--- src/rtl/alu_exec_unit_pkg.sv ---
// rtl/alu_exec_unit_pkg.sv - opcode enumeration and operand-class helper shared by the ALU slice
package alu_exec_unit_pkg;

    localparam int DATA_W_DEF = 32;
    localparam int ROB_W_DEF  = 4;
    localparam int OPT_W_DEF  = 7;

    // Shared opcode enumeration (decoder, RS, ROB and execute units agree on these codes)
    typedef enum logic [OPT_W_DEF-1:0] {
        OP_NOP = 7'd0,
        OP_LUI, OP_AUIPC, OP_JAL, OP_JALR,
        OP_BEQ, OP_BNE, OP_BLT, OP_BGE, OP_BLTU, OP_BGEU,
        OP_LB, OP_LH, OP_LW, OP_LBU, OP_LHU, OP_SB, OP_SH, OP_SW,
        OP_ADDI, OP_SLTI, OP_SLTIU, OP_XORI, OP_ORI, OP_ANDI, OP_SLLI, OP_SRLI, OP_SRAI,
        OP_ADD, OP_SUB, OP_SLL, OP_SLT, OP_SLTU, OP_XOR, OP_SRL, OP_SRA, OP_OR, OP_AND,
        OP_MUL, OP_MULH, OP_MULHSU, OP_MULHU
    } opcode_e;

    // Second operand comes from rs2 for branches, R-type and the multiply group; otherwise imm
    function automatic logic uses_rs2(input logic [OPT_W_DEF-1:0] op);
        return (op >= OP_BEQ && op <= OP_BGEU) || (op >= OP_ADD && op <= OP_MULHU);
    endfunction

endpackage

--- src/rtl/alu_exec_unit_if.sv ---
// rtl/alu_exec_unit_if.sv - RS issue port plus ALU CDB / ROB resolution port
interface alu_exec_unit_if #(
    parameter int DATA_W = 32,
    parameter int ROB_W  = 4,
    parameter int OPT_W  = 7
);
    logic              valid_from_rs;
    logic [OPT_W-1:0]  inst_type_from_rs;
    logic [ROB_W-1:0]  alias_from_rs;
    logic [DATA_W-1:0] Vi_from_rs;
    logic [DATA_W-1:0] Vj_from_rs;
    logic [DATA_W-1:0] imm_from_rs;
    logic [DATA_W-1:0] pc_from_rs;
    logic              valid_to_cdb;
    logic [ROB_W-1:0]  alias_to_cdb;
    logic [DATA_W-1:0] result_to_cdb;
    logic              jump_to_rob;
    logic [DATA_W-1:0] target_pc_to_rob;

    modport master (
        output valid_from_rs, inst_type_from_rs, alias_from_rs,
               Vi_from_rs, Vj_from_rs, imm_from_rs, pc_from_rs,
        input  valid_to_cdb, alias_to_cdb, result_to_cdb, jump_to_rob, target_pc_to_rob
    );

    modport slave (
        input  valid_from_rs, inst_type_from_rs, alias_from_rs,
               Vi_from_rs, Vj_from_rs, imm_from_rs, pc_from_rs,
        output valid_to_cdb, alias_to_cdb, result_to_cdb, jump_to_rob, target_pc_to_rob
    );
endinterface

--- src/rtl/alu_branch_cmp.sv ---
// rtl/alu_branch_cmp.sv - equality, signed and unsigned less-than for branches and SLT*
module alu_branch_cmp #(
    parameter int DATA_W = 32
) (
    input  logic [DATA_W-1:0] a_i,
    input  logic [DATA_W-1:0] b_i,
    output logic              eq_o,
    output logic              lt_o,
    output logic              ltu_o
);
    assign eq_o  = (a_i == b_i);
    assign lt_o  = ($signed(a_i) < $signed(b_i));
    assign ltu_o = (a_i < b_i);
endmodule

--- src/rtl/alu_exec_unit.sv ---
// rtl/alu_exec_unit.sv - two-stage ALU execute unit on the ALU CDB port; define ALU_MUL_EN for RV32M multiply
module alu_exec_unit
    import alu_exec_unit_pkg::*;
#(
    parameter int DATA_W = 32,
    parameter int ROB_W  = 4,
    parameter int OPT_W  = 7
) (
    input  logic           clk,
    input  logic           rst,
    input  logic           rdy,
    input  logic           rollback_from_rob,
    alu_exec_unit_if.slave bus
);
    logic              s1_valid_q, s1_valid_d;
    logic [OPT_W-1:0]  s1_op_q;
    logic [ROB_W-1:0]  s1_alias_q;
    logic [DATA_W-1:0] s1_a_q, s1_b_q, s1_b_d, s1_imm_q, s1_pc_q;

    logic              cdb_valid_q, jump_q;
    logic [ROB_W-1:0]  cdb_alias_q;
    logic [DATA_W-1:0] result_q, target_q;

    logic [DATA_W-1:0] res_d, target_d, pc_plus4, pc_plus_imm, jalr_sum;
    logic              jump_d, cmp_eq, cmp_lt, cmp_ltu;

    localparam logic [DATA_W-1:0] FOUR    = {{(DATA_W-3){1'b0}}, 3'd4};
    localparam logic [DATA_W-1:0] BIT0_CLR = ~{{(DATA_W-1){1'b0}}, 1'b1};

`ifdef ALU_MUL_EN
    logic [DATA_W:0]            s1_ma_q, s1_mb_q, s1_ma_d, s1_mb_d;
    logic signed [2*DATA_W+1:0] mul_prod;
    logic                       unused_mul_hi;

    // Only MULHU/MULHSU treat an operand as unsigned; MUL's low word is sign-agnostic
    assign s1_ma_d = {(bus.inst_type_from_rs != OP_MULHU) & bus.Vi_from_rs[DATA_W-1], bus.Vi_from_rs};
    assign s1_mb_d = {((bus.inst_type_from_rs == OP_MUL) || (bus.inst_type_from_rs == OP_MULH))
                      & bus.Vj_from_rs[DATA_W-1], bus.Vj_from_rs};
    assign mul_prod      = $signed(s1_ma_q) * $signed(s1_mb_q);
    assign unused_mul_hi = ^mul_prod[2*DATA_W+1:2*DATA_W];
`endif

    assign s1_valid_d = bus.valid_from_rs & ~rollback_from_rob;
    assign s1_b_d     = uses_rs2(bus.inst_type_from_rs) ? bus.Vj_from_rs : bus.imm_from_rs;

    // Stage 1: capture the issued op and resolve which value feeds operand B
    always_ff @(posedge clk or negedge rst) begin
        if (!rst) begin
            s1_valid_q <= 1'b0;
            s1_op_q    <= '0;
            s1_alias_q <= '0;
            s1_a_q     <= '0;
            s1_b_q     <= '0;
            s1_imm_q   <= '0;
            s1_pc_q    <= '0;
`ifdef ALU_MUL_EN
            s1_ma_q    <= '0;
            s1_mb_q    <= '0;
`endif
        end else if (rdy) begin
            s1_valid_q <= s1_valid_d;
            if (s1_valid_d) begin
                s1_op_q    <= bus.inst_type_from_rs;
                s1_alias_q <= bus.alias_from_rs;
                s1_a_q     <= bus.Vi_from_rs;
                s1_b_q     <= s1_b_d;
                s1_imm_q   <= bus.imm_from_rs;
                s1_pc_q    <= bus.pc_from_rs;
`ifdef ALU_MUL_EN
                s1_ma_q    <= s1_ma_d;
                s1_mb_q    <= s1_mb_d;
`endif
            end
        end
    end

    alu_branch_cmp #(.DATA_W(DATA_W)) u_cmp (
        .a_i   (s1_a_q),
        .b_i   (s1_b_q),
        .eq_o  (cmp_eq),
        .lt_o  (cmp_lt),
        .ltu_o (cmp_ltu)
    );

    assign pc_plus4    = s1_pc_q + FOUR;
    assign pc_plus_imm = s1_pc_q + s1_imm_q;
    assign jalr_sum    = s1_a_q + s1_imm_q;

    // Stage 2 datapath: result, taken flag and target for the op held in S1
    always_comb begin
        res_d    = '0;
        jump_d   = 1'b0;
        target_d = pc_plus4;
        case (s1_op_q)
            OP_LUI:             res_d = s1_imm_q;
            OP_AUIPC:           res_d = pc_plus_imm;
            OP_JAL:  begin res_d = pc_plus4; jump_d = 1'b1; target_d = pc_plus_imm; end
            OP_JALR: begin res_d = pc_plus4; jump_d = 1'b1; target_d = jalr_sum & BIT0_CLR; end
            OP_BEQ:             jump_d = cmp_eq;
            OP_BNE:             jump_d = ~cmp_eq;
            OP_BLT:             jump_d = cmp_lt;
            OP_BGE:             jump_d = ~cmp_lt;
            OP_BLTU:            jump_d = cmp_ltu;
            OP_BGEU:            jump_d = ~cmp_ltu;
            OP_ADD, OP_ADDI:    res_d = s1_a_q + s1_b_q;
            OP_SUB:             res_d = s1_a_q - s1_b_q;
            OP_AND, OP_ANDI:    res_d = s1_a_q & s1_b_q;
            OP_OR, OP_ORI:      res_d = s1_a_q | s1_b_q;
            OP_XOR, OP_XORI:    res_d = s1_a_q ^ s1_b_q;
            OP_SLL, OP_SLLI:    res_d = s1_a_q << s1_b_q[4:0];
            OP_SRL, OP_SRLI:    res_d = s1_a_q >> s1_b_q[4:0];
            OP_SRA, OP_SRAI:    res_d = $signed(s1_a_q) >>> s1_b_q[4:0];
            OP_SLT, OP_SLTI:    res_d = {{(DATA_W-1){1'b0}}, cmp_lt};
            OP_SLTU, OP_SLTIU:  res_d = {{(DATA_W-1){1'b0}}, cmp_ltu};
`ifdef ALU_MUL_EN
            OP_MUL:                        res_d = mul_prod[DATA_W-1:0];
            OP_MULH, OP_MULHSU, OP_MULHU:  res_d = mul_prod[2*DATA_W-1:DATA_W];
`endif
            default:            res_d = '0;
        endcase
        // Branch targets only override pc+4 when the branch is taken
        if ((s1_op_q >= OP_BEQ) && (s1_op_q <= OP_BGEU) && jump_d)
            target_d = pc_plus_imm;
    end

    // Stage 2: register the CDB broadcast; data outputs hold while the pipe is empty
    always_ff @(posedge clk or negedge rst) begin
        if (!rst) begin
            cdb_valid_q <= 1'b0;
            cdb_alias_q <= '0;
            result_q    <= '0;
            jump_q      <= 1'b0;
            target_q    <= '0;
        end else if (rdy) begin
            if (rollback_from_rob || !s1_valid_q) begin
                cdb_valid_q <= 1'b0;
                cdb_alias_q <= '0;
            end else begin
                cdb_valid_q <= 1'b1;
                cdb_alias_q <= s1_alias_q;
                result_q    <= res_d;
                jump_q      <= jump_d;
                target_q    <= target_d;
            end
        end
    end

    assign bus.valid_to_cdb     = cdb_valid_q;
    assign bus.alias_to_cdb     = cdb_alias_q;
    assign bus.result_to_cdb    = result_q;
    assign bus.jump_to_rob      = jump_q;
    assign bus.target_pc_to_rob = target_q;

endmodule

--- src/flat_wrapper.sv ---
// flat-port wrapper written by rule: the top's interface ports become plain ports
module alu_exec_unit_flat import alu_exec_unit_pkg::*;
#(
    parameter int DATA_W = 32,
    parameter int ROB_W  = 4,
    parameter int OPT_W  = 7
)
  (clk, rst, rdy, rollback_from_rob, bus_valid_from_rs, bus_inst_type_from_rs, bus_alias_from_rs, bus_Vi_from_rs, bus_Vj_from_rs, bus_imm_from_rs, bus_pc_from_rs, bus_valid_to_cdb, bus_alias_to_cdb, bus_result_to_cdb, bus_jump_to_rob, bus_target_pc_to_rob);
  alu_exec_unit_if #(.DATA_W(DATA_W), .ROB_W(ROB_W), .OPT_W(OPT_W)) bus_i ();
  input  logic clk;
  input  logic rst;
  input  logic rdy;
  input  logic rollback_from_rob;
  input wire logic [$bits(bus_i.valid_from_rs)-1:0] bus_valid_from_rs;
  input wire logic [$bits(bus_i.inst_type_from_rs)-1:0] bus_inst_type_from_rs;
  input wire logic [$bits(bus_i.alias_from_rs)-1:0] bus_alias_from_rs;
  input wire logic [$bits(bus_i.Vi_from_rs)-1:0] bus_Vi_from_rs;
  input wire logic [$bits(bus_i.Vj_from_rs)-1:0] bus_Vj_from_rs;
  input wire logic [$bits(bus_i.imm_from_rs)-1:0] bus_imm_from_rs;
  input wire logic [$bits(bus_i.pc_from_rs)-1:0] bus_pc_from_rs;
  output wire logic [$bits(bus_i.valid_to_cdb)-1:0] bus_valid_to_cdb;
  output wire logic [$bits(bus_i.alias_to_cdb)-1:0] bus_alias_to_cdb;
  output wire logic [$bits(bus_i.result_to_cdb)-1:0] bus_result_to_cdb;
  output wire logic [$bits(bus_i.jump_to_rob)-1:0] bus_jump_to_rob;
  output wire logic [$bits(bus_i.target_pc_to_rob)-1:0] bus_target_pc_to_rob;
  assign bus_i.valid_from_rs = bus_valid_from_rs;
  assign bus_i.inst_type_from_rs = bus_inst_type_from_rs;
  assign bus_i.alias_from_rs = bus_alias_from_rs;
  assign bus_i.Vi_from_rs = bus_Vi_from_rs;
  assign bus_i.Vj_from_rs = bus_Vj_from_rs;
  assign bus_i.imm_from_rs = bus_imm_from_rs;
  assign bus_i.pc_from_rs = bus_pc_from_rs;
  assign bus_valid_to_cdb = bus_i.valid_to_cdb;
  assign bus_alias_to_cdb = bus_i.alias_to_cdb;
  assign bus_result_to_cdb = bus_i.result_to_cdb;
  assign bus_jump_to_rob = bus_i.jump_to_rob;
  assign bus_target_pc_to_rob = bus_i.target_pc_to_rob;
  alu_exec_unit #(.DATA_W(DATA_W), .ROB_W(ROB_W), .OPT_W(OPT_W)) u_core (.clk(clk), .rst(rst), .rdy(rdy), .rollback_from_rob(rollback_from_rob), .bus(bus_i));
endmodule
--- config.mk ---
export PLATFORM = sky130hd
export DESIGN_NAME = alu_exec_unit_flat
export DESIGN_NICKNAME = d
export VERILOG_FILES = /design/src/rtl/alu_exec_unit_pkg.sv /design/src/rtl/alu_exec_unit_if.sv /design/src/rtl/alu_branch_cmp.sv /design/src/rtl/alu_exec_unit.sv /design/src/flat_wrapper.sv
export SDC_FILE = /design/constraint.sdc
export NUM_CORES = 1
export LEC_CHECK = 0
export CORE_ASPECT_RATIO = 1.25
export CORE_MARGIN = 5
export CORE_UTILIZATION = 40
export CTS_BUF_LIST = sky130_fd_sc_hd__clkbuf_8 sky130_fd_sc_hd__clkbuf_16
export DETAILED_ROUTE_END_ITERATION = 7
export GPL_TIMING_DRIVEN = 0
export PLACE_DENSITY_LB_ADDON = 0.2
export SLEW_MARGIN = 20
export SYNTH_ARGS = -nofsm -noshare
export SYNTH_HDL_FRONTEND = slang
export SYNTH_SLANG_ARGS = --single-unit
--- constraint.sdc ---
create_clock -name clk -period 5.6 [get_ports clk]
set_input_delay 1.12 -clock clk [delete_from_list [all_inputs] [get_ports clk]]
set_output_delay 1.12 -clock clk [all_outputs]
set_load 0.05 [all_outputs]
Word level (Yosys, flattened, before mapping)
Cells that the tools add are included.
{"block": "op_classes", "add_sub_neg": 5, "magnitude_cmp": 8, "n_eq_ne": 30, "n_shift": 3, "muxes": 7, "bitwise_logic": 9, "reduce_logical": 19}
{"op": "32-bit case mux with 13 select lines", "n": 1}
{"op": "32-bit adder", "n": 3}
{"op": "7-bit by 5-bit == test with 1-bit output, second input constant", "n": 13}
{"op": "32-bit less-than comparator", "n": 2}
{"op": "32-bit two-way mux", "n": 2}
{"op": "32-bit case mux with 2 select lines", "n": 1}
{"op": "7-bit by 6-bit == test with 1-bit output, second input constant", "n": 6}
{"op": "32-bit by 3-bit adder with 32-bit output, second input constant", "n": 1}
{"op": "32-bit AND", "n": 1}
{"op": "32-bit == test", "n": 1}
{"op": "32-bit OR", "n": 1}
{"op": "32-bit by 5-bit left shift with 32-bit output", "n": 1}
{"op": "32-bit by 5-bit right shift with 32-bit output", "n": 1}
{"op": "32-bit by 5-bit >>> shifter with 32-bit output", "n": 1}
{"op": "32-bit subtractor", "n": 1}
{"op": "32-bit XOR", "n": 1}
{"op": "7-bit by 3-bit == test with 1-bit output, second input constant", "n": 4}
{"op": "7-bit by 4-bit == test with 1-bit output, second input constant", "n": 3}
{"op": "2-bit OR reduction", "n": 10}
{"op": "7-bit by 2-bit == test with 1-bit output, second input constant", "n": 2}
{"op": "7-bit by 3-bit >= comparator with 1-bit output, second input constant", "n": 2}
{"op": "7-bit by 4-bit less-or-equal comparator with 1-bit output, second input constant", "n": 2}
{"op": "7-bit by 1-bit == test with 1-bit output, second input constant", "n": 1}
{"op": "7-bit by 5-bit >= comparator with 1-bit output, second input constant", "n": 1}
{"op": "other kinds (10)", "n": 19}
{"block": "word_totals", "regBits": 210, "input_bits": 144, "output_inout_bits": 70, "word_cells": 93}

Longest topological paths before layout
Gate-level depths: netlist of run 1.
{"block": "depth", "ltp_word": 5, "mapped_depth": 19, "mapped_depth_nobuf": 14}

Cells and area by module
From an unflattened synthesis of run 1, not the netlist that was laid out.
{"block": "unflattened", "cells_unflattened": 2545, "area_unflattened_um2": 21379.3}
{"mod": "alu_exec_unit", "n_inst": 1, "cells_each": 2430, "area_per_inst_um2": 20557.2, "seq_area_each_um2": 5255.0}
{"mod": "alu_branch_cmp", "n_inst": 1, "cells_each": 115, "area_per_inst_um2": 822.0, "seq_area_each_um2": 0.0}

Worst setup path after synthesis of run 1
Ideal clock, no wire load.
{"block": "synth_path", "kind": "register to register", "start": "register u_core.s1_b_q[2]", "end": "register u_core.target_q[11] (netlist: u_core.bus.target_pc_to_rob[11])", "setup_ns": 0.123, "arrival_time_ns": 4.022, "required_time_ns": 5.477, "slack_ns": 1.455, "stages_incl_launch_ff": 20, "path_buffers": 7, "period_less_slack_ns": 4.145, "path_cell_list": "dfrtp_1 clkbuf_1 inv_1 clkbuf_1 clkbuf_1 buf_2 ha_1 buf_4 nor3b_1 o31a_1 o31a_1 o41ai_2 a21o_2 a31o_2 o21a_4 nand3_2 buf_6 buf_6 a221oi_2 nor2_1"}
{"block": "synth_via", "elab_chain_len": 5, "elab_cells_between_ends": 9, "cone_classes": "order compare (2); eq/ne (1); mux (2); bitwise (3); reduce/logical (1)"}
{"item": "from (decl)", "line_no": "alu_exec_unit.sv:18", "source": "logic [DATA_W-1:0] s1_a_q, s1_b_q, s1_b_d, s1_imm_q, s1_pc_q;"}
{"item": "from (signal assigned)", "line_no": "alu_exec_unit.sv:53", "source": "s1_b_q <= '0;"}
{"item": "from (signal assigned)", "line_no": "alu_exec_unit.sv:66", "source": "s1_b_q <= s1_b_d;"}
{"item": "32-bit less-than comparator (tied with other cells)", "line_no": "alu_branch_cmp.sv:13", "source": "assign ltu_o = (a_i < b_i);"}
{"item": "1-bit NOT (on tied branches)", "line_no": "alu_exec_unit.sv:104, alu_exec_unit.sv:100, alu_exec_unit.sv:102"}
{"item": "1-bit case mux with 7 select lines *", "line_no": "alu_exec_unit.sv:94", "source": "case (s1_op_q)"}
{"item": "1-bit logical AND *", "line_no": "alu_exec_unit.sv:122", "source": "if ((s1_op_q >= OP_BEQ) && (s1_op_q <= OP_BGEU) && jump_d)"}
{"item": "32-bit two-way mux *", "line_no": "alu_exec_unit.sv:122"}
{"item": "to (signal assigned)", "line_no": "alu_exec_unit.sv:143", "source": "target_q <= target_d;"}
{"item": "to (decl)", "line_no": "alu_exec_unit.sv:22", "source": "logic [DATA_W-1:0] result_q, target_q;"}
Every way passes the cells marked *; elsewhere a longest branch is shown, timed or not.
A chain may end at the register's enable or synchronous reset.

Worst setup path after layout of run 1
{"block": "layout_path", "start": "register u_core.s1_b_q[2]", "end": "register u_core.result_q[24] (netlist: u_core.bus.result_to_cdb[24])"}
{"block": "layout_via", "elab_chain_len": 2, "elab_cells_between_ends": 6, "cone_classes": "add/sub (2); shift (3); mux (1)"}
{"item": "32-bit subtractor (tied with other cells)", "line_no": "alu_exec_unit.sv:106", "source": "OP_SUB: res_d = s1_a_q - s1_b_q;"}
{"item": "32-bit case mux with 13 select lines *", "line_no": "alu_exec_unit.sv:94"}
{"item": "to (signal assigned)", "line_no": "alu_exec_unit.sv:141", "source": "result_q <= res_d;"}
{"item": "to (decl)", "line_no": "alu_exec_unit.sv:22"}
Marks and branches as above.

==> key figures, run 1 <==
Run status
  • Result of the run: finished, violations left
  • Violated checks: setup timing

Clock network
  • Hold bufs inserted after CTS: 0
  • Post-CTS setup-driven buffer insertion count: 0
  • Clock Latency Late Sink: 610 ps
  • Clock root buffer master: clkbuf_16
  • CTS tree: built
  • Longest Clk Path Bufs: 3
  • CTS Sinks: 210
  • TritonCTS Buffers: 27
  • Clk pin slew, worst setup/hold paths: 80 ps
  • Clock H-tree levels: 1

Critical path
  • Largest fanout of any net on the critical path: 12
  • Top delay family on crit path: compound AO/OA/AOI/OAI gates
  • Arrival time of the worst setup path: 6110 ps
  • Crit path buf inv count: 5
  • Cells on worst reg2reg path: 15
  • Startpoint of the most critical register-to-register path: u_core.s1_b_q[2]
  • Reg-to-reg critical path endpoint: u_core.bus.result_to_cdb[24]
  • Critical path required time: 6050 ps
  • Critical path start-end classification: register to register
  • FF-to-FF setup slack: -50 ps
  • Type of origin of the critical path: register
  • Cell with the largest stage delay on the worst path: a2111oi_1
  • Biggest cell delay along the critical path: 730 ps
  • Worst path cell trace: clkbuf_2, clkinvlp_4, clkbuf_2, buf_2, ha_1, buf_4, nor3b_1, o31a_1, o31a_1, nor3_1, a21oi_1, a21boi_1, xor2_1, a2111oi_1, o221ai_1
  • Endpoint type of the worst setup path: register

Synthesis
  • Number of instances in the synthesized netlist: 2632
  • Total of warnings raised by yosys: 0
  • Sequential element share of the synthesized area: 0.240
  • Fraction of registers with async set or reset after synthesis: 1.00
  • Synthesized flop and latch total: 210
  • Yosys cell types: 87
  • Synth Area per Inst: 8.33 µm²
  • Flip-flop cell with the highest count after synthesis: dfrtp_1
  • Count of flip-flops with a built-in enable after synthesis: 0
  • Synthesized net count: 2950
  • Area of the mapped netlist: 21900 µm²

Placed design
  • GP Congestion: 1.09
  • Placed cell count: 3584
  • Detailed placer's ending HPWL: 100000 µm
  • I/O Buffers: 213

Finish
  • Final standard cell count with taps included and fillers excluded: 3634
  • Final #Nets: 3196
  • Area Growth Syn to Fin: 19.0%
  • Number of filler cells placed in the layout: 5418
  • Share of layout cells above drive strength 1: 0.106

STA
  • Worst setup slack after layout: -53.0 ps
  • Highest clock frequency the design can meet: 177 MHz
  • Final-report hold violation count: 0
  • Final clock period utilization by the worst path: 1.01
  • Largest clock skew in the final design: 31.5 ps
  • Min cycle time layout: 5650 ps
  • Slew at the pin with the worst max-slew slack: 1240 ps
  • Total Negative Setup Slacks: -71.5 ps
  • RSZ-0062 raised after global routing: false
  • Max Transition Viols Final: 0
  • Final setup violation count: 2
  • Normalized max-slew margin: 0.165
  • Worst Hold Slack: 359 ps

Global route
  • Global-route wire length before repair: 175000 µm
  • Total congestion overflow after global routing: 0
  • Number of antenna violations at the first check in global routing: 5
  • Via count of the first global-routing pass: 23700
  • Pin count of the biggest net entering global routing: 98
  • Met3 Usage GRT: 0.0880
  • GRT Total Usage: 0.403
  • Global-route met2 utilization: 0.623
  • Met1 Resource Use GR: 0.517
  • Routing layer with the top usage in global route: met2

Floorplanning
  • Die span in y: 272 µm
  • CORE AREA: 54700 µm²
  • Floorplan die area: 59600 µm²
  • Boundary Pins: 214
  • Initial standard-cell utilization of the core: 0.401
  • Num rows: 96
  • Horizontal extent of the die: 219 µm

Drt
  • DR vias: 24300
  • Post-Route WL: 125000 µm
  • DRC marker count from the first detailed-route iteration: 3338
  • Count of nets left with antenna violations after detail routing: 0
  • Number of DRC violations after detailed routing: 0
  • Detail-routed via count per cell: 6.68
  • WL per Instance: 34.4 µm
  • Detailed-router iteration count before antenna repair: 6

Pwr
  • Leak Pwr: 0.0108 µW
  • Peak VDD IR: 0.332 mV
  • Power per cell area: 430 nW/µm²
  • Tot Pwr: 11200 µW

Hold path
  • Min-Delay Path Class: input port to async pin

Job
  • Max-cap viol count: 0
[worst max path at each step]
| stage | cells after the start | from | to |
|---|---|---|---|
| 2_1_floorplan | 19 | u_core.s1_b_q[2] | u_core.bus.target_pc_to_rob[11] |
| 3_3_place_gp | 1 | rst | u_core.s1_a_q[10] |
| 3_5_place_dp | 17 | u_core.s1_b_q[2] | u_core.bus.result_to_cdb[31] |
| 4_1_cts | 15 | u_core.s1_b_q[4] | u_core.bus.result_to_cdb[29] |
| 5_1_grt | 16 | u_core.s1_b_q[2] | u_core.bus.result_to_cdb[18] |
| 6_report | 15 | u_core.s1_b_q[2] | u_core.bus.result_to_cdb[24] |
[cells in the mapped netlist (all sizes together), types with 10 or more instances]
| cell type | count | share of area |
|---|---|---|
| inv | 116 | 0.020 |
| o211ai | 22 | 0.0075 |
| a22oi | 18 | 0.0062 |
| o22ai | 30 | 0.0086 |
| o21a | 14 | 0.0051 |
| xor2 | 41 | 0.016 |
| o31ai | 17 | 0.0058 |
| clkbuf | 129 | 0.022 |
| nor4 | 13 | 0.0043 |
| and3 | 18 | 0.0051 |
| nor2b | 15 | 0.0043 |
| nand2 | 199 | 0.034 |
| o2111ai | 10 | 0.0040 |
| a21oi | 206 | 0.047 |
| o31a | 11 | 0.0044 |
| nand4 | 29 | 0.0083 |
| and2 | 19 | 0.0055 |
| dfrtp | 210 | 0.24 |
| nand2b | 21 | 0.0060 |
| buf | 50 | 0.013 |
| a22o | 10 | 0.0040 |
| or3 | 16 | 0.0046 |
| a211oi | 34 | 0.012 |
| a221o | 14 | 0.0064 |
| mux2 | 109 | 0.056 |
| ha | 170 | 0.097 |
| nor2 | 278 | 0.048 |
| nor3 | 42 | 0.0096 |
| nand3 | 59 | 0.014 |
| a2111oi | 12 | 0.0057 |
| mux2i | 85 | 0.039 |
| xnor2 | 62 | 0.025 |
| o21ai | 201 | 0.046 |
| a31oi | 23 | 0.0066 |
| mux4 | 42 | 0.043 |
| a21o | 56 | 0.019 |
| o21bai | 26 | 0.0094 |
| o221ai | 22 | 0.0088 |
| a221oi | 79 | 0.037 |
[cell usage in the layout (no fill, tap or decap), types with 21 or more instances in the layout]
master | synthesis | routed
a211oi_1 | 33 | 32
a21o_1 | 55 | 55
a21oi_1 | 204 | 203
a221oi_1 | 60 | 60
a31oi_1 | 23 | 23
buf_2 | 23 | 24
clkbuf_1 | 129 | 120
clkbuf_16 | 0 | 27
clkdlybuf4s50_1 | 0 | 212
dfrtp_1 | 210 | 210
ha_1 | 170 | 170
inv_1 | 112 | 111
mux2_2 | 109 | 109
mux2i_1 | 85 | 85
mux4_2 | 42 | 42
nand2_1 | 199 | 199
nand2b_1 | 21 | 21
nand3_1 | 58 | 58
nand4_1 | 29 | 29
nor2_1 | 278 | 278
nor3_1 | 42 | 41
o211ai_1 | 22 | 22
o21ai_0 | 179 | 179
o21ai_1 | 22 | 22
o21bai_1 | 25 | 25
o221ai_1 | 22 | 22
o22ai_1 | 30 | 30
xnor2_1 | 62 | 62
xor2_1 | 41 | 41
[routing by layer]
layer	part of all wire	wire, µm
met2	0.44	54900
met3	0.10	12500
met4	0.076	9450
met1	0.38	48000
met5	0.00054	68
[power breakdown]
group	total, µW	switching, µW	internal (µW)	leakage, µW
combinational	6770	4480	2290	0.00771
sequential	2470	636	1830	0.00256
clock	1990	823	1160	0.000478
[registers in the layout, indices dropped and copies added, names as in the netlist]
| signal | cells |
|---|---|
| u_core.s1_op_q | 7 |
| u_core.s1_valid_q | 1 |
| u_core.s1_imm_q | 32 |
| u_core.bus.jump_to_rob | 1 |
| u_core.s1_alias_q | 4 |
| u_core.s1_pc_q | 32 |
| u_core.bus.alias_to_cdb | 4 |
| u_core.s1_b_q | 32 |
| u_core.s1_a_q | 32 |
| u_core.bus.result_to_cdb | 32 |
| u_core.bus.target_pc_to_rob | 32 |
| u_core.bus.valid_to_cdb | 1 |
[stage by stage]
step | area [µm²] | setup slack, ps | util
floorplan | 21900 | 1460 | -
global placement | 25000 | -5780 | 0.457
detailed placement | 25100 | -692 | 0.459
CTS | 26100 | 148 | 0.477
global route | 26100 | 59.6 | 0.477
finish | 26100 | -53.0 | 0.477
[cells by family (layout without fill, tap and decap cells)]
kind of cell / Yosys count / count (layout) / share of synthesized area
other: 0 / 1 / 0
XOR/XNOR: 103 / 103 / 0.0412
AO/OA/AOI/OAI: 876 / 876 / 0.273
adder cells (fa/ha/maj): 174 / 174 / 0.101
multiplexers: 236 / 236 / 0.138
AND/OR/NAND/NOR: 736 / 736 / 0.152
flip-flops: 210 / 210 / 0.240
buffers and inverters: 297 / 563 / 0.0549
[layout make-up]
type	count	area [µm²]	area share
multi-input cells	2125	15500	0.594
flip-flops and latches	210	5260	0.201
repair buffers	218	2230	0.0855
well taps	735	920	0.0353
plain buffers	178	768	0.0295
clock buffers	30	717	0.0275
inverters	118	447	0.0171
clock inverters	19	258	0.00988
diodes	1	2.50	0.0000959
[timing repair]
item	4_1_cts	5_1_grt
pin swaps	0	0
endpoints found under the setup margin	39	2
resized for setup	7	2
(Power assumes the default switching activity.)
==> run 2: changes to the inputs <==
Settings changed: CORE_MARGIN 5 to 2.
==> run 2 against run 1 <==
  * The run still ends with setup timing left
  * Routed wire length is 2.1% lower
  * First-iteration DRC count decreased by 7.3%
  * Non-clock buffer count shrank 3
  * Cell area decreased by 0.18%
  * Cell count shrank 0.28%
  * Clock power decreased by 2%
  * Sequential power about the same
  * Setup slack better by 30 ps
  * Critical endpoint unchanged
==> key figures, run 2 (synthesis gave the netlist of run 1 again) <==
Pwr
  • Clk pwr share: 0.174 (-0.003)
  • Sw power: 5920 µW (-0.23%)
  • Leak Pwr: 0.0107 µW (-0.18%)
  • Power per cell area: 431 nW/µm² (about the same)
  • Peak VDD IR: 0.396 mV (+19%)
  • Share of total power in combinational logic: 0.607 (+0.004)
  • Sequential power share: 0.219 (about the same)
  • Cell internal power dissipation: 5290 µW (about the same)
  • Sw frac: 0.528 (-0.000764)

STA
  • Slew at the pin with the worst max-slew slack: 1280 ps (+44.4 ps)
  • Min cycle time layout: 5620 ps (-29.5 ps)
  • Max Transition Viols Final: 0 (unchanged)
  • Final setup violation count: 1 (-1)
  • Normalized max-slew margin: 0.140 (-0.0254)
  • Highest clock frequency the design can meet: 178 MHz (+0.52%)
  • Final clock period utilization by the worst path: 1.00 (-0.00527)
  • RSZ-0062 raised after global routing: false
  • Total Negative Setup Slacks: -23.5 ps (+48.0 ps)
  • Final-report hold violation count: 0 (unchanged)
  • Worst setup slack after layout: -23.5 ps (+29.5 ps)
  • Largest clock skew in the final design: 14.0 ps (-17.4 ps)

Placed design
  • GP Congestion: 1.07 (-1.9%)
  • Placed cell count: 3575 (-0.25%)
  • Detailed placer's ending HPWL: 99200 µm (-1.1%)
  • I/O Buffers: 213 (unchanged)

Global route
  • Number of antenna violations at the first check in global routing: 1 (-4)
  • Global-route wire length before repair: 170000 µm (-2.6%)
  • Pin count of the biggest net entering global routing: 99 (+1.0%)
  • GRT Total Usage: 0.421 (+0.0183)
  • Via count of the first global-routing pass: 23400 (-0.92%)
  • Total congestion overflow after global routing: 0 (unchanged)

Finish
  • Commonest cells after routing, fill and taps aside: nor2_1 (278), clkdlybuf4s50_1 (212), dfrtp_1 (210)
  • Area Growth Syn to Fin: 18.8%
  • Number of filler cells placed in the layout: 5333 (-1.6%)
  • Share of layout cells above drive strength 1: 0.104 (-0.00262)
  • Most common cell after layout, fill and taps aside: nor2_1
  • Final standard cell count with taps included and fillers excluded: 3624 (-0.28%)
  • Final #Nets: 3192 (-0.13%)

Clock network
  • CTS tree: built
  • Hold bufs inserted after CTS: 0 (unchanged)
  • Clock root buffer master: clkbuf_16
  • CTS Sinks: 210 (unchanged)
  • Longest Clk Path Bufs: 3 (unchanged)
  • Clk pin slew, worst setup/hold paths: 70 ps (about the same)
  • TritonCTS Buffers: 26 (-3.7%)
  • Post-CTS setup-driven buffer insertion count: 0 (unchanged)
  • Clock H-tree levels: 1 (unchanged)
  • Clock Latency Late Sink: 590 ps (-20 ps)

Critical path
  • Endpoint type of the worst setup path: register
  • Arrival time of the worst setup path: 6060 ps (-50 ps)
  • Cell with the largest stage delay on the worst path: a2111oi_1
  • Critical path start-end classification: register to register
  • Largest fanout of any net on the critical path: 12 (unchanged)
  • Biggest cell delay along the critical path: 700 ps (-30 ps)
  • Worst path cell trace: clkbuf_2, inv_1, clkbuf_2, buf_2, ha_1, buf_4, nor3b_1, o31a_1, o31a_1, nor3_1, a21oi_1, a21boi_1, xor2_1, a2111oi_1, o221ai_1
  • Type of origin of the critical path: register
  • Critical path required time: 6040 ps (about the same)

Floorplanning
  • CORE AREA: 54000 µm² (-1.3%)
  • Num rows: 95 (-1.0%)
  • Boundary Pins: 214 (unchanged)
  • Floorplan die area: 56700 µm² (-4.9%)
  • Initial standard-cell utilization of the core: 0.406 (+0.00511)
  • Horizontal extent of the die: 213 µm (-2.7%)
  • Die span in y: 266 µm (-2.2%)

Drt
  • Number of DRC violations after detailed routing: 0 (unchanged)
  • Detail-routed via count per cell: 6.65 (-0.34%)
  • Post-Route WL: 122000 µm (-2.1%)
  • Detailed-router iteration count before antenna repair: 8 (+2)
  • Count of nets left with antenna violations after detail routing: 0 (unchanged)
  • DRC marker count from the first detailed-route iteration: 3095 (-7.3%)
  • DR vias: 24100 (-0.61%)
  • WL per Instance: 33.7 µm (-1.9%)

Run status
  • Violated checks: setup timing
  • Result of the run: finished, violations left

Job
  • Max-cap viol count: 0 (unchanged)

Hold path
  • Min-Delay Path Class: input port to async pin
## run 2: worst max-delay path, delay by kind of cell, from the launching register on
| family | cells | cell delay (ps) |
|---|---|---|
| compound gates | 6 | 2460 |
| xor+xnor | 1 | 180 |
| fa+ha+maj | 1 | 190 |
| buf+inv | 5 | 1710 |
| flops | 1 | 400 |
| simple gates | 2 | 530 |
## run 2: power groups by stage
stage / Sequential (µW) / Combinational, µW / Clock, µW
after global routing: 2470 / 7100 / 2030
after floorplan: 2620 / 3760 / 0
after CTS: 2420 / 6550 / 1970
after detailed placement: 2440 / 6500 / 0
after global placement: 2430 / 6470 / 0
final: 2460 / 6800 / 1950
## run 2: what timing repair did
action / in CTS / in global routing
endpoints found under the hold margin: 0 / 0
endpoints found under the setup margin: 28 / 8
cloned: 0 / 0
gates resized for setup: 4 / 2
## run 2: worst paths after layout
check | from | to | slack [ps] | cells past startpoint
setup / recovery | u_core.s1_b_q[2] | u_core.bus.result_to_cdb[24] | -20 | 15
max in group asynchronous | rst | u_core.bus.result_to_cdb[1] | 4420 | 2
setup reg to reg | u_core.s1_b_q[2] | u_core.bus.result_to_cdb[24] | -20 | 15
min in group clk | u_core.bus.result_to_cdb[2] | u_core.bus.result_to_cdb[2] | 480 | 2
hold / removal | rst | u_core.s1_pc_q[25] | 380 | 1
hold reg to reg | u_core.bus.result_to_cdb[2] | u_core.bus.result_to_cdb[2] | 480 | 2
## run 2: cell type report
class / count / area (µm²) / area share
inverters: 118 / 443 / 0.0170
clock inverters: 20 / 274 / 0.0105
plain buffers: 177 / 761 / 0.0292
flip-flops and latches: 210 / 5260 / 0.202
clock buffers: 28 / 689 / 0.0265
diodes: 3 / 7.51 / 0.000288
multi-input cells: 2125 / 15500 / 0.595
repair buffers: 216 / 2200 / 0.0846
well taps: 727 / 910 / 0.0349
## run 2: layer usage
layer / share of wire / global-route usage / up-vias
met5: 0.000074 / 0 / -
met1: 0.39 / 0.533 / 11800
met3: 0.099 / 0.0870 / 367
met4: 0.077 / 0.267 / 2
li1: - / - / 10300
met2: 0.44 / 0.651 / 1620
## run 2: through the flow
stage          setup WS [ps]  utilization  hold slack, ps  total power [µW]  cell area [µm²]
3_5_place_dp            -469        0.464             470              8950            25100
2_1_floorplan           1460            -             444              6380            21900
3_3_place_gp           -5630        0.463             455              8910            25000
4_1_cts                 8.10        0.482             366             10900            26000
5_1_grt                 3.82        0.482             389             11600            26000
6_report               -23.5        0.483             378             11200            26000
==> run 3: changes to the inputs <==
Settings changed: ABC_AREA set to 1, CORE_MARGIN 2 to 4.
==> run 3 against run 2 <==
  * Largest cell class unchanged
  * Critical path type unchanged
  * Setup slack improved by 240 ps
  * Critical endpoint is now u_core.bus.result_to_cdb[20]
  * Routed wire length is 38% higher
  * Clock skew rose by 49 ps
  * Maximum frequency rose by 4.5%
  * The run ends with DRC left
  * Utilization is 0.96 points lower
  * Sequential share of layout area fell by 1.9 points
  * Via count grew 36%
  * Die area increased by 15%
  * Hold slack worse by 15 ps
  * Register-to-register slack better by 240 ps
==> key figures, run 3 <==
Synthesis
  • Most frequent cell after synthesis: nand2_1
  • Most numerous cell types in the synthesized netlist: nand2_1 (1317), nand3_1 (420), inv_1 (402), o21ai_0 (396), nor2_1 (372)
  • Synthesized flop and latch total: 210 (unchanged)
  • Count of flip-flops with a built-in enable after synthesis: 0 (unchanged)
  • Total of warnings raised by yosys: 0 (unchanged)
  • Yosys cell types: 56 (-36%)
  • Number of instances in the synthesized netlist: 4164 (+58%)
  • Most area-hungry cell type in the Yosys netlist: dfrtp_1
  • Area of the mapped netlist: 24600 µm² (+12%)
  • Synthesized net count: 4482 (+52%)
  • Fraction of registers with async set or reset after synthesis: 1.00 (unchanged)
  • Synth Area per Inst: 5.90 µm² (-29%)
  • Synth area leaders: dfrtp_1 (21%), nand2_1 (20%), ha_1 (8.7%), nand3_1 (8.6%), o21ai_0 (8.1%)
  • Flip-flop cell with the highest count after synthesis: dfrtp_1
  • Proportion of netlist area held by the largest area contributor: 0.214 (-0.0259)
  • Sequential element share of the synthesized area: 0.214 (-0.0259)

STA
  • Max Transition Viols Final: 0 (unchanged)
  • Final setup violation count: 0 (-1)
  • Slew at the pin with the worst max-slew slack: 1300 ps (+16.5 ps)
  • RSZ-0062 raised after global routing: false
  • Largest clock skew in the final design: 63.2 ps (+49.2 ps)
  • Worst Hold Slack: 363 ps (-15.0 ps)
  • Highest clock frequency the design can meet: 186 MHz (+4.5%)
  • Normalized max-slew margin: 0.126 (-0.0136)
  • Final-report hold violation count: 0 (unchanged)
  • Min cycle time layout: 5380 ps (-241 ps)
  • Worst setup slack after layout: 217 ps (+241 ps)
  • Final clock period utilization by the worst path: 0.961 (-0.0430)

Floorplanning
  • Initial standard-cell utilization of the core: 0.404 (-0.00193)
  • Horizontal extent of the die: 230 µm (+7.6%)
  • Die span in y: 285 µm (+7.3%)
  • Boundary Pins: 214 (unchanged)
  • Floorplan die area: 65500 µm² (+15%)
  • Num rows: 101 (+6.3%)
  • CORE AREA: 60800 µm² (+13%)

Drt
  • Count of nets left with antenna violations after detail routing: 0 (unchanged)
  • DRC marker count from the first detailed-route iteration: 4304 (+39%)
  • WL per Instance: 32.0 µm (-5.2%)
  • Post-Route WL: 168000 µm (+38%)
  • Detail-routed via count per cell: 6.21 (-6.7%)
  • DR vias: 32700 (+36%)
  • Number of DRC violations after detailed routing: 3 (+3)
  • Detailed-router iteration count before antenna repair: 8 (unchanged)

Placed design
  • Worst slack at placement: 625 ps (+1090 ps)
  • I/O Buffers: 213 (unchanged)
  • Detailed placer's ending HPWL: 136000 µm (+37%)
  • GP Congestion: 1.19 (+12%)

Global route
  • Via count of the first global-routing pass: 31500 (+34%)
  • Global-route wire length before repair: 235000 µm (+38%)
  • Total congestion overflow after global routing: 0 (unchanged)
  • Pin count of the biggest net entering global routing: 92 (-7.1%)
  • Number of antenna violations at the first check in global routing: 14 (+13)
  • GRT Total Usage: 0.502 (+0.0804)

Critical path
  • Largest fanout of any net on the critical path: 11 (-1)
  • Startpoint of the most critical register-to-register path: u_core.s1_b_q[3]
  • Crit path buf inv count: 6 (+1)
  • WP depth: 20 (+5)
  • Crit path launch: u_core.s1_b_q[3]
  • Cell with the largest stage delay on the worst path: o21bai_1
  • Type of origin of the critical path: register
  • Worst path cell trace: clkinv_1, clkbuf_1, clkbuf_1, ha_1, buf_4, inv_2, or2_0, nand3_1, nand2_1, inv_1, o21bai_1, nand2_1, nand2_1, nand2_1, nand3_1, nand2_1, nor2_1, nand3_1, nand2_1, nand2_1
  • Arrival time of the worst setup path: 5840 ps (-220 ps)
  • Critical path start-end classification: register to register
  • Cells on worst reg2reg path: 20 (+5)
  • Top delay family on crit path: buffers and inverters
  • Biggest cell delay along the critical path: 820 ps (+120 ps)
  • Most common cell on crit path: nand2_1
  • Critical path required time: 6060 ps (+20 ps)
  • Endpoint type of the worst setup path: register
  • FF-to-FF setup slack: 220 ps (+240 ps)

Clock network
  • Longest Clk Path Bufs: 3 (unchanged)
  • Clock Latency Late Sink: 620 ps (+30 ps)
  • CTS Sinks: 210 (unchanged)
  • Post-CTS setup-driven buffer insertion count: 0 (unchanged)
  • Clock H-tree levels: 1 (unchanged)
  • CTS tree: built
  • Post_cts resized: 0 (-4)
  • TritonCTS Buffers: 26 (unchanged)
  • Clk pin slew, worst setup/hold paths: 60 ps (about the same)
  • Hold bufs inserted after CTS: 0 (unchanged)
  • Clock root buffer master: clkbuf_16

Pwr
  • Power per cell area: 387 nW/µm² (-10%)
  • Leak Pwr: 0.0141 µW (+31%)
  • Peak VDD IR: 0.260 mV (-34%)

Job
  • Max-cap viol count: 0 (unchanged)

Finish
  • Most common cell after layout, fill and taps aside: nand2_1
  • Commonest cells after routing, fill and taps aside: nand2_1 (1317), nand3_1 (420), inv_1 (407)
  • Share of layout cells above drive strength 1: 0.0512 (-0.0524)
  • Area Growth Syn to Fin: 17.0%
  • Final #Nets: 4728 (+48%)

Hold path
  • Min-Delay Path Class: input port to async pin

Run status
  • Violated checks: DRC
  • Result of the run: finished, violations left
[run 3: cell families after synthesis]
| logic type | share of synthesized area |
|---|---|
| buffers and inverters | 0.0972 |
| adders and majority gates | 0.0898 |
| and+or+nand+nor | 0.408 |
| DFF | 0.214 |
| muxes | 0.00244 |
| xor gates and xnor gates | 0.0125 |
| AOI/OAI and AO/OA | 0.176 |
[run 3: final timing paths]
path | endpoint
worst max-delay path | u_core.bus.result_to_cdb[20]
worst min-delay path | u_core.s1_pc_q[9]
worst max register to register | u_core.bus.result_to_cdb[20]
worst min register to register | u_core.s1_alias_q[1]
max in group asynchronous | u_core.bus.target_pc_to_rob[28]
min in group clk | u_core.s1_alias_q[1]
[run 3: worst reg2reg max path: stages (launching register included)]
cell and delay, ps:
dfrtp_1 510, clkinv_1 210, clkbuf_1 640, clkbuf_1 620, ha_1 350, buf_4 170, inv_2 120, or2_0 180
nand3_1 100, nand2_1 160, inv_1 90, o21bai_1 820, nand2_1 210, nand2_1 130, nand2_1 60, nand3_1 160
nand2_1 160, nor2_1 120, nand3_1 240, nand2_1 140, nand2_1 60
[run 3: per-stage QoR]
| step | util | area [µm²] | std cells | total power (µW) | TNS (ps) |
|---|---|---|---|---|---|
| after floorplan | - | 24600 | 4164 | 6010 | 0 |
| after global placement | 0.456 | 27700 | 5201 | 8840 | -1226880 |
| after detailed placement | 0.457 | 27800 | 5204 | 8840 | 0 |
| after CTS | 0.472 | 28700 | 5252 | 10600 | 0 |
| after global routing | 0.472 | 28700 | 5254 | 11500 | 0 |
| final | 0.473 | 28700 | 5266 | 11100 | 0 |
[run 3: layout make-up]
| type | count | area, µm² |
|---|---|---|
| Fill cell | 6814 | 32000 |
| Multi-Input combinational cell | 3365 | 16900 |
| Sequential cell | 210 | 5260 |
| Timing Repair Buffer | 218 | 2210 |
| Inverter | 421 | 1580 |
| Tap cell | 824 | 1030 |
| Buffer | 168 | 808 |
| Clock buffer | 30 | 706 |
| Clock inverter | 18 | 186 |
| Antenna cell | 12 | 30.0 |
[run 3: power by group]
| part | internal (µW) | switching, µW | leakage (µW) |
|---|---|---|---|
| registers | 1810 | 623 | 0.00266 |
| clock network | 1000 | 796 | 0.000443 |
| logic | 1800 | 5100 | 0.0110 |
| total | 4610 | 6520 | 0.0141 |
[run 3: metal layers]
layer,vias to the layer above,routed length (µm),global-route usage
met5,-,12,0.00298
met4,2,22600,0.512
met3,958,18500,0.169
met2,2439,71600,0.762
met1,15100,55800,0.529
li1,14200,-,-
